--- src/rtl/button_pulser.sv ---
// ---------------------------------------------------------------------------
// button_pulser
//   Debounces a raw push-button and produces single-cycle strobes. One
//   strobe fires on a confirmed press. While the button stays held and
//   auto-repeat is on, further strobes fire after an initial delay and then
//   at a fixed period. All state changes on the falling edge of NEclk.
//
// Parameters
//   DEB_CYCLES    debounce length in clock cycles (>= 1)
//   REPEAT_DELAY  cycles from the press strobe to the first repeat strobe (>= 1)
//   REPEAT_PERIOD cycles between repeat strobes (>= 1)
//   CNT_BITS      counter width; must hold max(parameters) - 1
//
// Ports
//   NEclk   in   clock, falling-edge active
//   Nreset  in   synchronous reset, active-low
//   btn     in   raw asynchronous button level, active-high
//   Enable  in   strobe gate; forces pulse low without stalling the FSM
//   rep_en  in   auto-repeat enable
//   pulse   out  registered single-cycle strobe
//   held    out  registered debounced button level
//   state   out  current FSM state (debug)
// ---------------------------------------------------------------------------
module button_pulser #(
  parameter int DEB_CYCLES    = 500000,
  parameter int REPEAT_DELAY  = 25000000,
  parameter int REPEAT_PERIOD = 5000000,
  parameter int CNT_BITS      = 25
) (
  input  logic       NEclk,
  input  logic       Nreset,
  input  logic       btn,
  input  logic       Enable,
  input  logic       rep_en,
  output logic       pulse,
  output logic       held,
  output logic [2:0] state
);

  typedef enum logic [2:0] {
    IDLE   = 3'd0,
    DEB_P  = 3'd1,
    HELD   = 3'd2,
    REPEAT = 3'd3,
    DEB_R  = 3'd4
  } state_t;

  localparam logic [CNT_BITS-1:0] DEB_LAST = CNT_BITS'(DEB_CYCLES - 1);
  localparam logic [CNT_BITS-1:0] RD_LAST  = CNT_BITS'(REPEAT_DELAY - 1);
  localparam logic [CNT_BITS-1:0] RP_LAST  = CNT_BITS'(REPEAT_PERIOD - 1);
  localparam logic [CNT_BITS-1:0] ONE      = CNT_BITS'(1);
  localparam logic [CNT_BITS-1:0] ZERO     = '0;

  logic                s1_q, s1_d;
  logic                s2_q, s2_d;
  state_t              state_q, state_d;
  logic [CNT_BITS-1:0] cnt_q, cnt_d;
  logic [CNT_BITS-1:0] rcnt_q, rcnt_d;
  logic                pulse_q, pulse_d;
  logic                held_q, held_d;
  logic                fire;

  // Two-flop synchronizer; the FSM only ever looks at s2.
  always_comb begin
    s1_d = btn;
    s2_d = s1_q;
  end

  always_comb begin
    state_d = state_q;
    cnt_d   = cnt_q;
    rcnt_d  = rcnt_q;
    fire    = 1'b0;

    case (state_q)
      IDLE: begin
        if (s2_q) begin
          state_d = DEB_P;
          cnt_d   = ZERO;
        end
      end

      DEB_P: begin
        if (!s2_q) begin
          state_d = IDLE;
        end else if (cnt_q == DEB_LAST) begin
          state_d = HELD;
          fire    = 1'b1;
          rcnt_d  = ZERO;
        end else begin
          cnt_d = cnt_q + ONE;
        end
      end

      HELD: begin
        if (!s2_q) begin
          state_d = DEB_R;
          cnt_d   = ZERO;
        end else if (rep_en) begin
          if (rcnt_q == RD_LAST) begin
            state_d = REPEAT;
            fire    = 1'b1;
            rcnt_d  = ZERO;
          end else if (rcnt_q > RD_LAST) begin
            // A count carried back from REPEAT can exceed the delay limit;
            // clamp so the next edge still fires instead of stalling.
            rcnt_d = RD_LAST;
          end else begin
            rcnt_d = rcnt_q + ONE;
          end
        end
        // rep_en low: rcnt holds so repeating resumes where it paused.
      end

      REPEAT: begin
        if (!s2_q) begin
          state_d = DEB_R;
          cnt_d   = ZERO;
        end else if (!rep_en) begin
          state_d = HELD;
        end else if (rcnt_q >= RP_LAST) begin
          fire   = 1'b1;
          rcnt_d = ZERO;
        end else begin
          rcnt_d = rcnt_q + ONE;
        end
      end

      DEB_R: begin
        if (s2_q) begin
          // Release glitch: back to held, restarting the repeat delay.
          state_d = HELD;
          rcnt_d  = ZERO;
        end else if (cnt_q == DEB_LAST) begin
          state_d = IDLE;
        end else begin
          cnt_d = cnt_q + ONE;
        end
      end

      default: begin
        state_d = IDLE;
      end
    endcase
  end

  // Gate only the strobe; the FSM keeps running when Enable is low, and a
  // suppressed strobe is simply lost.
  always_comb begin
    pulse_d = fire & Enable;
    held_d  = (state_d == HELD) || (state_d == REPEAT) || (state_d == DEB_R);
  end

  always_ff @(negedge NEclk) begin
    if (!Nreset) begin
      s1_q    <= 1'b0;
      s2_q    <= 1'b0;
      state_q <= IDLE;
      cnt_q   <= ZERO;
      rcnt_q  <= ZERO;
      pulse_q <= 1'b0;
      held_q  <= 1'b0;
    end else begin
      s1_q    <= s1_d;
      s2_q    <= s2_d;
      state_q <= state_d;
      cnt_q   <= cnt_d;
      rcnt_q  <= rcnt_d;
      pulse_q <= pulse_d;
      held_q  <= held_d;
    end
  end

  assign pulse = pulse_q;
  assign held  = held_q;
  assign state = state_q;

endmodule

--- config.mk ---
export PLATFORM = sky130hd
export DESIGN_NAME = button_pulser
export DESIGN_NICKNAME = d
export VERILOG_FILES = /design/src/rtl/button_pulser.sv
export SDC_FILE = /design/constraint.sdc
export NUM_CORES = 1
export LEC_CHECK = 0
export BUFFER_PORTS_ARGS = -buffer_cell sky130_fd_sc_hd__buf_2
export CAP_MARGIN = 10
export CORE_ASPECT_RATIO = 1.1
export CORE_MARGIN = 2
export CORE_UTILIZATION = 40
export DETAILED_ROUTE_END_ITERATION = 10
export MAX_ROUTING_LAYER = met4
export PLACE_DENSITY_LB_ADDON = 0.08
export SLEW_MARGIN = 20
export SYNTH_ARGS = -nofsm -noshare
export SYNTH_HDL_FRONTEND = slang
export SYNTH_SLANG_ARGS = --single-unit
--- constraint.sdc ---
create_clock -name NEclk -period 3.21 [get_ports NEclk]
set_clock_uncertainty 0.2 [all_clocks]
set_input_delay 0.1605 -clock NEclk [delete_from_list [all_inputs] [get_ports NEclk]]
set_output_delay 0.1605 -clock NEclk [all_outputs]
set_load 0.01 [all_outputs]
[Word-level counts from Yosys, hierarchy flattened]
Cells that the tools add are included.
W data, S select, Z words.
Storage, ports and cells
  output and inout bits: 5
  register bits: 57
Operators by class
  $lt $le $gt $ge: 2
  bitwise gates (word level): 1
  muxes and demuxes: 36
  reductions and logical operators: 8
  equality and inequality tests: 19
  add/sub/neg operators: 2
Operator list (count)
  $mux W25: 14
  $pmux W25 S4: 2
  $add A25 B1 Y25 const B: 2
  $mux W3: 10
  $eq A25 B19 Y1 const B: 1
  $eq A25 B25 Y1 const B: 1
  $ge A25 B23 Y1 const B: 1
  $gt A25 B25 Y1 const B: 1
  $ne A2 B2 Y1 const B: 10
  $pmux W3 S5: 1
  $eq A3 B2 Y1 const B: 4
  $mux W1: 8
  $reduce_and A8 Y1: 1
  $reduce_bool A4 Y1: 2
  $eq A3 B3 Y1 const B: 2
  $reduce_and A5 Y1: 1
  $eq A3 B1 Y1 const B: 1
  $logic_not A3 Y1: 1
  $pmux W1 S3: 1
  $logic_or A1 B1 Y1: 2
  $reduce_or A2 Y1: 1
  $and A1 B1 Y1: 1

[Depth between registers and ports, before layout]
Gate-level depths: netlist (run 1).
  depth after elaboration: 8
  gate-level depth with buffers: 9
  depth with buffers taken out: 8

==> flow_metrics.env, run 1 <==
export IMPL_power_leakage_nw=1.69
export IMPL_n_antenna_cell=0
export IMPL_crit_fanout=12
export IMPL_grt_pass1_vias=3331
export IMPL_avgRoutedWirePerCell_um=14.7
export IMPL_place_ws_ns=-0.112
export IMPL_synth_seq_cells=57
export IMPL_async_flop_share=0
export IMPL_power_density_nw_per_um2=452
export IMPL_cts_sinks=57
export IMPL_syn_inst=400
export IMPL_crit_family="flip-flops"
export IMPL_maxCapViolCount=0
export IMPL_area_growth_pct=24.8
export IMPL_setup_violations=0
export IMPL_synth_edf_count=0
export IMPL_synth_seq_area_share=0.353
export IMPL_worst_slew_pin_slew_ns=0.683
export IMPL_synth_nets=407
export IMPL_rsz0062_at_grt="no"
export IMPL_slew_violations=0
export IMPL_core_area_um2=7870
export IMPL_crit_type="register to output pin"
export IMPL_routed_via_density=5.53
export IMPL_final_common_cell="inv_1"
export IMPL_clkTransAtPathRegs_ns=0.04
export IMPL_yosys_warnings=0
export IMPL_overflow=0
export IMPL_synth_cell_types=62
export IMPL_fin_ws_ns=0.0712
export IMPL_drt_total_wl_mm=8.75
export IMPL_hp_class="register to register"
export IMPL_clk_path_buf_depth=2
export IMPL_wl_met2_mm=4.29
export IMPL_route_met3_wl_um=478
export IMPL_rows=34
export IMPL_crit_required_ns=2.85
export IMPL_design_area_um2=4040
export IMPL_path_buf_inv=1
export IMPL_fillers=808
export IMPL_grt_use_total=0.212
export IMPL_drcViolationCount=0
export IMPL_utilization=0.513
export IMPL_arrival_ns=2.78
export IMPL_port_buffers=9
export IMPL_cts_buffers=9
export IMPL_postSynthAreaPerCell_um2=8.08
export IMPL_root_buffer="clkbuf_8"
export IMPL_vias=3300
export IMPL_netlist_area_um2=3230
export IMPL_start_kind="register"
export IMPL_m1WireLength_mm=3.74
export IMPL_ctsHoldBuffers=0
export IMPL_grt_start_max_net_pins=15
export IMPL_place_congestion=0.847
export IMPL_holdWs_ns=0.220
export IMPL_worst_path_max_delay_cell="dfxtp_1"
export IMPL_drt_pass1_iter_count=4
export IMPL_hold_viol_final=0
export IMPL_antenna_found_initial=0
export IMPL_grt_pass1_wl_mm=14.7
export IMPL_die_w_um=89.7
export IMPL_clk_latency_ns=0.40
export IMPL_critPathMaxStageDelay_ns=0.57
export IMPL_yosys_most_used_dff="dfxtp_1"
export IMPL_chipHeight_um=98.3
export IMPL_maxSlewHeadroom=0.543
export IMPL_cts_tree="yes"
export IMPL_dieArea_um2=8820
export IMPL_initial_utilization=0.411
export IMPL_dr_max_layer_used="met4"
export IMPL_layout_common_cells="inv_1, dfxtp_1, nor2_1"
export IMPL_placed_area_um2=3590
export IMPL_cts_htree_levels=3
export IMPL_status="finished, final reports clean"
export IMPL_first_iter_violations=103
export IMPL_layout_drive_gt1_share=0.174
export IMPL_ios=10
export IMPL_postRouteAntennaNets=0
export IMPL_peakVddDrop_mv=0.273
export IMPL_nets=491
export IMPL_dp_hpwl_mm=6.12
export IMPL_endpoint_kind="output pin"
export IMPL_critical_path_cell_chain="buf_2"
-- cell usage after synthesis, types with 3 or more instances --
| library cell | number | share of area |
|---|---|---|
| nor3b_1 | 3 | 0.0070 |
| clkbuf_1 | 20 | 0.023 |
| o31ai_1 | 3 | 0.0070 |
| a21oi_1 | 17 | 0.026 |
| nor4_1 | 6 | 0.012 |
| or4_1 | 4 | 0.0093 |
| a21o_1 | 5 | 0.012 |
| xor2_1 | 22 | 0.060 |
| dfxtp_1 | 57 | 0.35 |
| nor2_1 | 52 | 0.060 |
| inv_1 | 8 | 0.0093 |
| and3_1 | 10 | 0.019 |
| a41oi_1 | 3 | 0.0081 |
| nand4_1 | 12 | 0.023 |
| nand2b_1 | 3 | 0.0058 |
| o21a_1 | 7 | 0.016 |
| nand2_1 | 24 | 0.028 |
| or3b_2 | 3 | 0.0081 |
| nor3_1 | 8 | 0.012 |
| xnor2_1 | 4 | 0.011 |
| nand3_1 | 29 | 0.045 |
| a31oi_1 | 9 | 0.017 |
| or2_2 | 4 | 0.0077 |
| and2_1 | 7 | 0.014 |
| o21ai_0 | 12 | 0.019 |
| and4_1 | 6 | 0.016 |
| buf_2 | 4 | 0.0062 |
| or3_1 | 5 | 0.0097 |
| o221a_2 | 8 | 0.028 |
-- cell type report --
| class | count | area (um2) | area share |
|---|---|---|---|
| timing repair buffer | 43 | 325 | 0.0806 |
| tap | 108 | 135 | 0.0335 |
| clock buffer | 9 | 124 | 0.0307 |
| multi-input combinational | 309 | 1970 | 0.487 |
| sequential | 57 | 1140 | 0.283 |
| clock inverter | 64 | 315 | 0.0781 |
| inverter | 7 | 26.3 | 0.00651 |
-- repair_timing --
action                     in CTS  in global routing
setup endpoints to repair       0                  2
setup buffers                   0                  0
resized for setup               0                  2
-- power breakdown --
part | internal (mW) | switching (mW)
clock network | 0.538 | 0.531
logic | 0.0141 | 0.0206
registers | 0.715 | 0.00374
total | 1.27 | 0.555
-- layer usage --
metal / vias up / global-route usage
met5: - / -
met4: 0 / 0.144
li1: 1641 / -
met2: 84 / 0.336
met1: 1549 / 0.213
met3: 26 / 0.0910
-- flip-flops by register name (all words and copies together) (netlist names) --
signal  cells
held        1
s2_q        1
state       3
cnt_q      25
pulse       1
rcnt_q     25
s1_q        1
-- stage by stage --
step | cells | TNS [ns] | total power [mW]
6_report | 597 | 0 | 1.82
5_1_grt | 597 | 0 | 1.96
4_1_cts | 597 | 0 | 1.87
3_5_place_dp | 525 | -0.603 | 0.874
3_3_place_gp | 525 | -0.276 | 0.874
2_1_floorplan | 400 | 0 | 0.858
-- cells by family after synthesis --
kind of cell	count (synthesis)	synth area share
flip-flops	57	0.353
AND/OR/NAND/NOR	191	0.324
adder cells (fa/ha/maj)	2	0.00774
buffers and inverters	34	0.0410
AO/OA/AOI/OAI	88	0.198
multiplexers	2	0.00658
XOR/XNOR	26	0.0704
-- final timing paths --
kind | startpoint | endpoint | slack [ns] | cells past startpoint
max | state[0] | state[0] | 0.07 | 1
min | s1_q | s2_q | 0.22 | 1
max reg2reg | cnt_q[11] | rcnt_q[17] | 0.20 | 8
min reg2reg | s1_q | s2_q | 0.22 | 1
Note: power is estimated with default switching activity, not from simulation.
==> inputs of run 2 (changes only) <==
--- a/config.mk
+++ b/config.mk
@@ -6,7 +6,6 @@
 export NUM_CORES = 1
 export LEC_CHECK = 0
 export BUFFER_PORTS_ARGS = -buffer_cell sky130_fd_sc_hd__buf_2
-export CAP_MARGIN = 10
 export CORE_ASPECT_RATIO = 1.1
 export CORE_MARGIN = 2
 export CORE_UTILIZATION = 40
==> constraint.sdc (replaced) <==
create_clock -name NEclk -period 3.95 [get_ports NEclk]
set_clock_uncertainty 0.2 [all_clocks]
set_input_delay 0.1975 -clock NEclk [delete_from_list [all_inputs] [get_ports NEclk]]
set_output_delay 0.1975 -clock NEclk [all_outputs]
set_load 0.01 [all_outputs]
==> run 2 against run 1 <==
  * Cell count is 3.5% lower
  * Global-route usage is 0.81 points lower
  * Critical endpoint is now rcnt_q[17]
  * Count of clock-buffer cells in the layout did not move
  * Sequential cell count is the same
  * Routed wire length shrank 3.0%
  * Sequential share of layout area increased by 1.4 points
  * Clock power decreased by 24%
  * Die area is the same
==> flow_metrics.env, run 2 (same netlist as run 1, synthesis figures left out) <==
export IMPL_arrival_ns=1.53
export IMPL_routed_via_density=5.55
export IMPL_slew_violations=0
export IMPL_hold_viol_final=0
export IMPL_clkTransAtPathRegs_ns=0.04
export IMPL_place_congestion=0.850
export IMPL_worst_slew_pin_slew_ns=0.773
export IMPL_ctsResizeCount=0
export IMPL_post_cts_repair_setup_buffers=0
export IMPL_final_common_cell="inv_1"
export IMPL_chipHeight_um=98.3
export IMPL_drcViolationCount=0
export IMPL_drt_pass1_iter_count=5
export IMPL_fillers=841
export IMPL_cts_htree_levels=3
export IMPL_start_kind="input pin"
export IMPL_fin_total_pwr_mw=1.43
export IMPL_drt_total_wl_mm=8.49
export IMPL_core_area_um2=7870
export IMPL_maxCapViolCount=0
export IMPL_first_iter_violations=179
export IMPL_area_growth_pct=18.7
export IMPL_crit_required_ns=2.10
export IMPL_hp_class="register to register"
export IMPL_setup_violations=0
export IMPL_power_density_nw_per_um2=372
export IMPL_cts_sinks=57
export IMPL_ios=10
export IMPL_peakVddDrop_mv=0.187
export IMPL_overflow=0
export IMPL_tns_ns=0
export IMPL_postRouteAntennaNets=0
export IMPL_cts_buffers=9
export IMPL_n_antenna_cell=0
export IMPL_layout_common_cells="inv_1, dfxtp_1, nor2_1"
export IMPL_dp_cells=505
export IMPL_grt_start_max_net_pins=16
export IMPL_die_w_um=89.7
export IMPL_grt_use_total=0.204
export IMPL_crit_type="input pin to register"
export IMPL_initial_utilization=0.411
export IMPL_nets=471
export IMPL_placed_area_um2=3420
export IMPL_grt_pass1_vias=3269
export IMPL_root_buffer="clkbuf_8"
export IMPL_layout_drive_gt1_share=0.135
export IMPL_port_buffers=9
export IMPL_dp_hpwl_mm=5.77
export IMPL_ctsHoldBuffers=0
export IMPL_status="finished, final reports clean"
export IMPL_reg2reg_depth=8
export IMPL_maxSlewHeadroom=0.480
export IMPL_fin_cells=576
export IMPL_clk_latency_ns=0.39
export IMPL_antenna_found_initial=0
export IMPL_rsz0062_at_grt="no"
export IMPL_avgRoutedWirePerCell_um=14.7
export IMPL_holdWs_ns=0.239
export IMPL_clk_path_buf_depth=2
export IMPL_endpoint_kind="register"
export IMPL_crit_fanout=13
export IMPL_power_leakage_nw=1.57
export IMPL_cts_tree="yes"
export IMPL_design_area_um2=3840
export IMPL_vias=3199
export IMPL_whs_path_depth=1
export IMPL_dieArea_um2=8820
export IMPL_rows=34
export IMPL_grt_pass1_wl_mm=14.4
==> run 2: changes by cell type in the layout (fill, tap and decap cells not counted), sizes merged <==
cell and change:
buf -20, clkinv -3, clkinvlp +2
==> run 2: final cells by class <==
class / count / area [um2] / share of cell area
Multi-Input combinational cell: 309 / 1970 / 0.512
Sequential cell: 57 / 1140 / 0.297
Clock inverter: 63 / 294 / 0.0766
Timing Repair Buffer: 23 / 150 / 0.0391
Tap cell: 108 / 135 / 0.0352
Clock buffer: 9 / 124 / 0.0323
Inverter: 7 / 26.3 / 0.00685
==> run 2: path summary, 6_finish.rpt <==
kind	from	end	slack, ns
max	rep_en	rcnt_q[17]	0.57
min reg2reg	s1_q	s2_q	0.24
max reg2reg	cnt_q[5]	rcnt_q[17]	0.74
min	s1_q	s2_q	0.24
==> run 2: stage by stage <==
stage	utilization	setup WS, ns
floorplan	-	0.445
global route	0.487	0.487
detailed placement	0.435	0.178
finish	0.487	0.568
CTS	0.487	0.566
global placement	0.434	0.183
==> run 2: report_power, final <==
part	leakage, nW	total, mW	internal (mW)	switching, mW
clock	0.407	0.816	0.423	0.393
sequential	0.459	0.584	0.582	0.00240
combinational	0.703	0.0275	0.00998	0.0176
==> run 2: per-layer routing <==
metal / up-vias / share of wire / track usage
li1: 1603 / - / -
met5: - / 0 / -
met2: 78 / 0.50 / 0.326
met3: 13 / 0.046 / 0.0702
met4: 0 / 0.013 / 0.118
met1: 1505 / 0.44 / 0.221
==> run 2: critical path, stage by stage <==
cell,delay [ns]
buf_2,0.09
a21o_1,0.13
o21ai_2,0.13
buf_4,0.23
or4b_1,0.50
a21oi_1,0.15
a31o_1,0.10
==> inputs of run 3 (changes only) <==
--- a/config.mk
+++ b/config.mk
@@ -5,6 +5,7 @@
 export SDC_FILE = /design/constraint.sdc
 export NUM_CORES = 1
 export LEC_CHECK = 0
+export ABC_AREA = 1
 export BUFFER_PORTS_ARGS = -buffer_cell sky130_fd_sc_hd__buf_2
 export CORE_ASPECT_RATIO = 1.1
 export CORE_MARGIN = 2
==> run 3 against run 2 <==
  * Global-route usage increased by 4.6 points
  * Total power shrank 7.8%
  * Combinational power increased by 41%
  * Critical path type is now register to output pin
  * Largest cell class unchanged
  * Highest routed layer unchanged
==> flow_metrics.env, run 3 <==
export IMPL_fillers=1152
export IMPL_ctsResizeCount=0
export IMPL_maxCapViolCount=0
export IMPL_synth_area_leader_cell="dfxtp_1"
export IMPL_synthTopCellsByArea="dfxtp_1, nand2_1, nor2_1, nand3_1, inv_1"
export IMPL_cts_sinks=57
export IMPL_status="finished, final reports clean"
export IMPL_die_w_um=100
export IMPL_postSynthAreaPerCell_um2=5.81
export IMPL_start_kind="register"
export IMPL_arrival_ns=3.03
export IMPL_dp_cells=819
export IMPL_crit_type="register to output pin"
export IMPL_hold_viol_final=0
export IMPL_synth_seq_area_share=0.279
export IMPL_route_met3_wl_um=561
export IMPL_grt_pass1_wl_mm=21.0
export IMPL_critical_path_cell_chain="buf_2"
export IMPL_combPwrFrac=0.030
export IMPL_synth_seq_cells=57
export IMPL_rows=38
export IMPL_netlist_area_um2=4090
export IMPL_synth_most_common_cell="nand2_1"
export IMPL_antenna_found_initial=0
export IMPL_nets=773
export IMPL_drt_total_wl_mm=12.5
export IMPL_drcViolationCount=0
export IMPL_power_leakage_nw=1.95
export IMPL_power_density_nw_per_um2=289
export IMPL_sequentialPowerShare=0.444
export IMPL_hp_class="register to register"
export IMPL_overflow=0
export IMPL_place_ws_ns=0.256
export IMPL_crit_family="flip-flops"
export IMPL_maxSlewHeadroom=0.605
export IMPL_chipHeight_um=110
export IMPL_yosys_warnings=0
export IMPL_endpoint_kind="output pin"
export IMPL_layout_common_cells="nand2_1, inv_1, nor2_1"
export IMPL_ios=10
export IMPL_core_area_um2=9940
export IMPL_port_buffers=9
export IMPL_initial_utilization=0.412
export IMPL_p_sw_mw=0.432
export IMPL_n_antenna_cell=0
export IMPL_synth_edf_count=0
export IMPL_place_congestion=0.947
export IMPL_setup_violations=0
export IMPL_worst_path_max_delay_cell="dfxtp_1"
export IMPL_postRouteAntennaNets=0
export IMPL_first_iter_violations=228
export IMPL_wl_met2_mm=6.43
export IMPL_fin_ws_ns=0.525
export IMPL_grt_pass1_vias=4609
export IMPL_final_common_cell="nand2_1"
export IMPL_clkPwrFrac=0.527
export IMPL_drt_pass1_iter_count=5
export IMPL_utilization=0.459
export IMPL_synth_nets=712
export IMPL_dp_hpwl_mm=9.08
export IMPL_critPathMaxStageDelay_ns=0.47
export IMPL_cts_buffers=9
export IMPL_cts_tree="yes"
export IMPL_p_sw_frac=0.328
export IMPL_synth_cell_types=31
export IMPL_crit_fanout=7
export IMPL_yosys_most_used_dff="dfxtp_1"
export IMPL_m1WireLength_mm=5.07
export IMPL_async_flop_share=0
export IMPL_area_growth_pct=11.3
export IMPL_worst_slew_pin_slew_ns=0.588
export IMPL_peakVddDrop_mv=0.149
export IMPL_clkTransAtPathRegs_ns=0.04
export IMPL_vias=4618
export IMPL_dieArea_um2=11100
export IMPL_syn_inst=705
export IMPL_root_buffer="clkbuf_8"
export IMPL_clk_path_buf_depth=2
export IMPL_holdWs_ns=0.217
export IMPL_slew_violations=0
export IMPL_p_int_mw=0.884
export IMPL_dr_max_layer_used="met4"
export IMPL_clk_latency_ns=0.40
export IMPL_rsz0062_at_grt="no"
export IMPL_avgRoutedWirePerCell_um=14.1
export IMPL_layout_drive_gt1_share=0.0649
export IMPL_grt_start_max_net_pins=27
export IMPL_fin_cells=891
export IMPL_ys_top_cells_by_count="nand2_1, nor2_1, inv_1"
export IMPL_grt_use_total=0.250
export IMPL_ctsHoldBuffers=0
export IMPL_crit_required_ns=3.55
export IMPL_post_cts_repair_setup_buffers=0
export IMPL_path_buf_inv=1
export IMPL_cts_htree_levels=3
export IMPL_tns_ns=0
export IMPL_yosysTopAreaCellShare=0.279
export IMPL_routed_via_density=5.18
## run 3: per-layer routing
layer / up-vias / track usage
met5: - / -
met4: 0 / 0.156
met3: 35 / 0.0757
met2: 115 / 0.427
met1: 2115 / 0.250
li1: 2353 / -
## run 3: path summary, 6_finish.rpt
kind / from / end / slack [ns] / cells after the start
max: state[1] / state[1] / 0.52 / 1
min: s1_q / s2_q / 0.22 / 2
max reg2reg: rcnt_q[0] / rcnt_q[2] / 1.29 / 10
min reg2reg: s1_q / s2_q / 0.22 / 2
## run 3: logic make-up after synthesis
kind of cell / Yosys count / synth area share
AND/OR/NAND/NOR: 465 / 0.484
buffers and inverters: 99 / 0.106
AO/OA/AOI/OAI: 58 / 0.0737
flip-flops: 57 / 0.279
XOR/XNOR: 24 / 0.0514
adder cells (fa/ha/maj): 2 / 0.00611
## run 3: final cells by class
cell class                 instances  area [um2]  area share
tap                              120         150      0.0329
clock inverter                    64         248      0.0544
sequential                        57        1140       0.250
clock buffer                       9         124      0.0272
multi-input combinational        549        2520       0.553
timing repair buffer              12        67.6      0.0148
inverter                          80         308      0.0675
## run 3: power by group through the flow
stage	Clock [mW]	Combinational [mW]	Sequential, mW
global placement	0.0892	0.0390	0.591
detailed placement	0.0892	0.0393	0.591
floorplan	0.0892	0.0294	0.591
finish	0.693	0.0388	0.584
CTS	0.741	0.0394	0.583
global route	0.807	0.0432	0.582
## run 3: through the flow
stage | power (mW) | instance area, um2
floorplan | 0.709 | 4090
global placement | 0.719 | 4190
detailed placement | 0.720 | 4190
CTS | 1.36 | 4560
global route | 1.43 | 4560
finish | 1.32 | 4560
## run 3: tightest hold or removal path, delay by kind of cell, from the launching register on
kind	cells	cell delay, ns
simple gates	1	0.04
buf+inv	1	0.04
flops	1	0.29
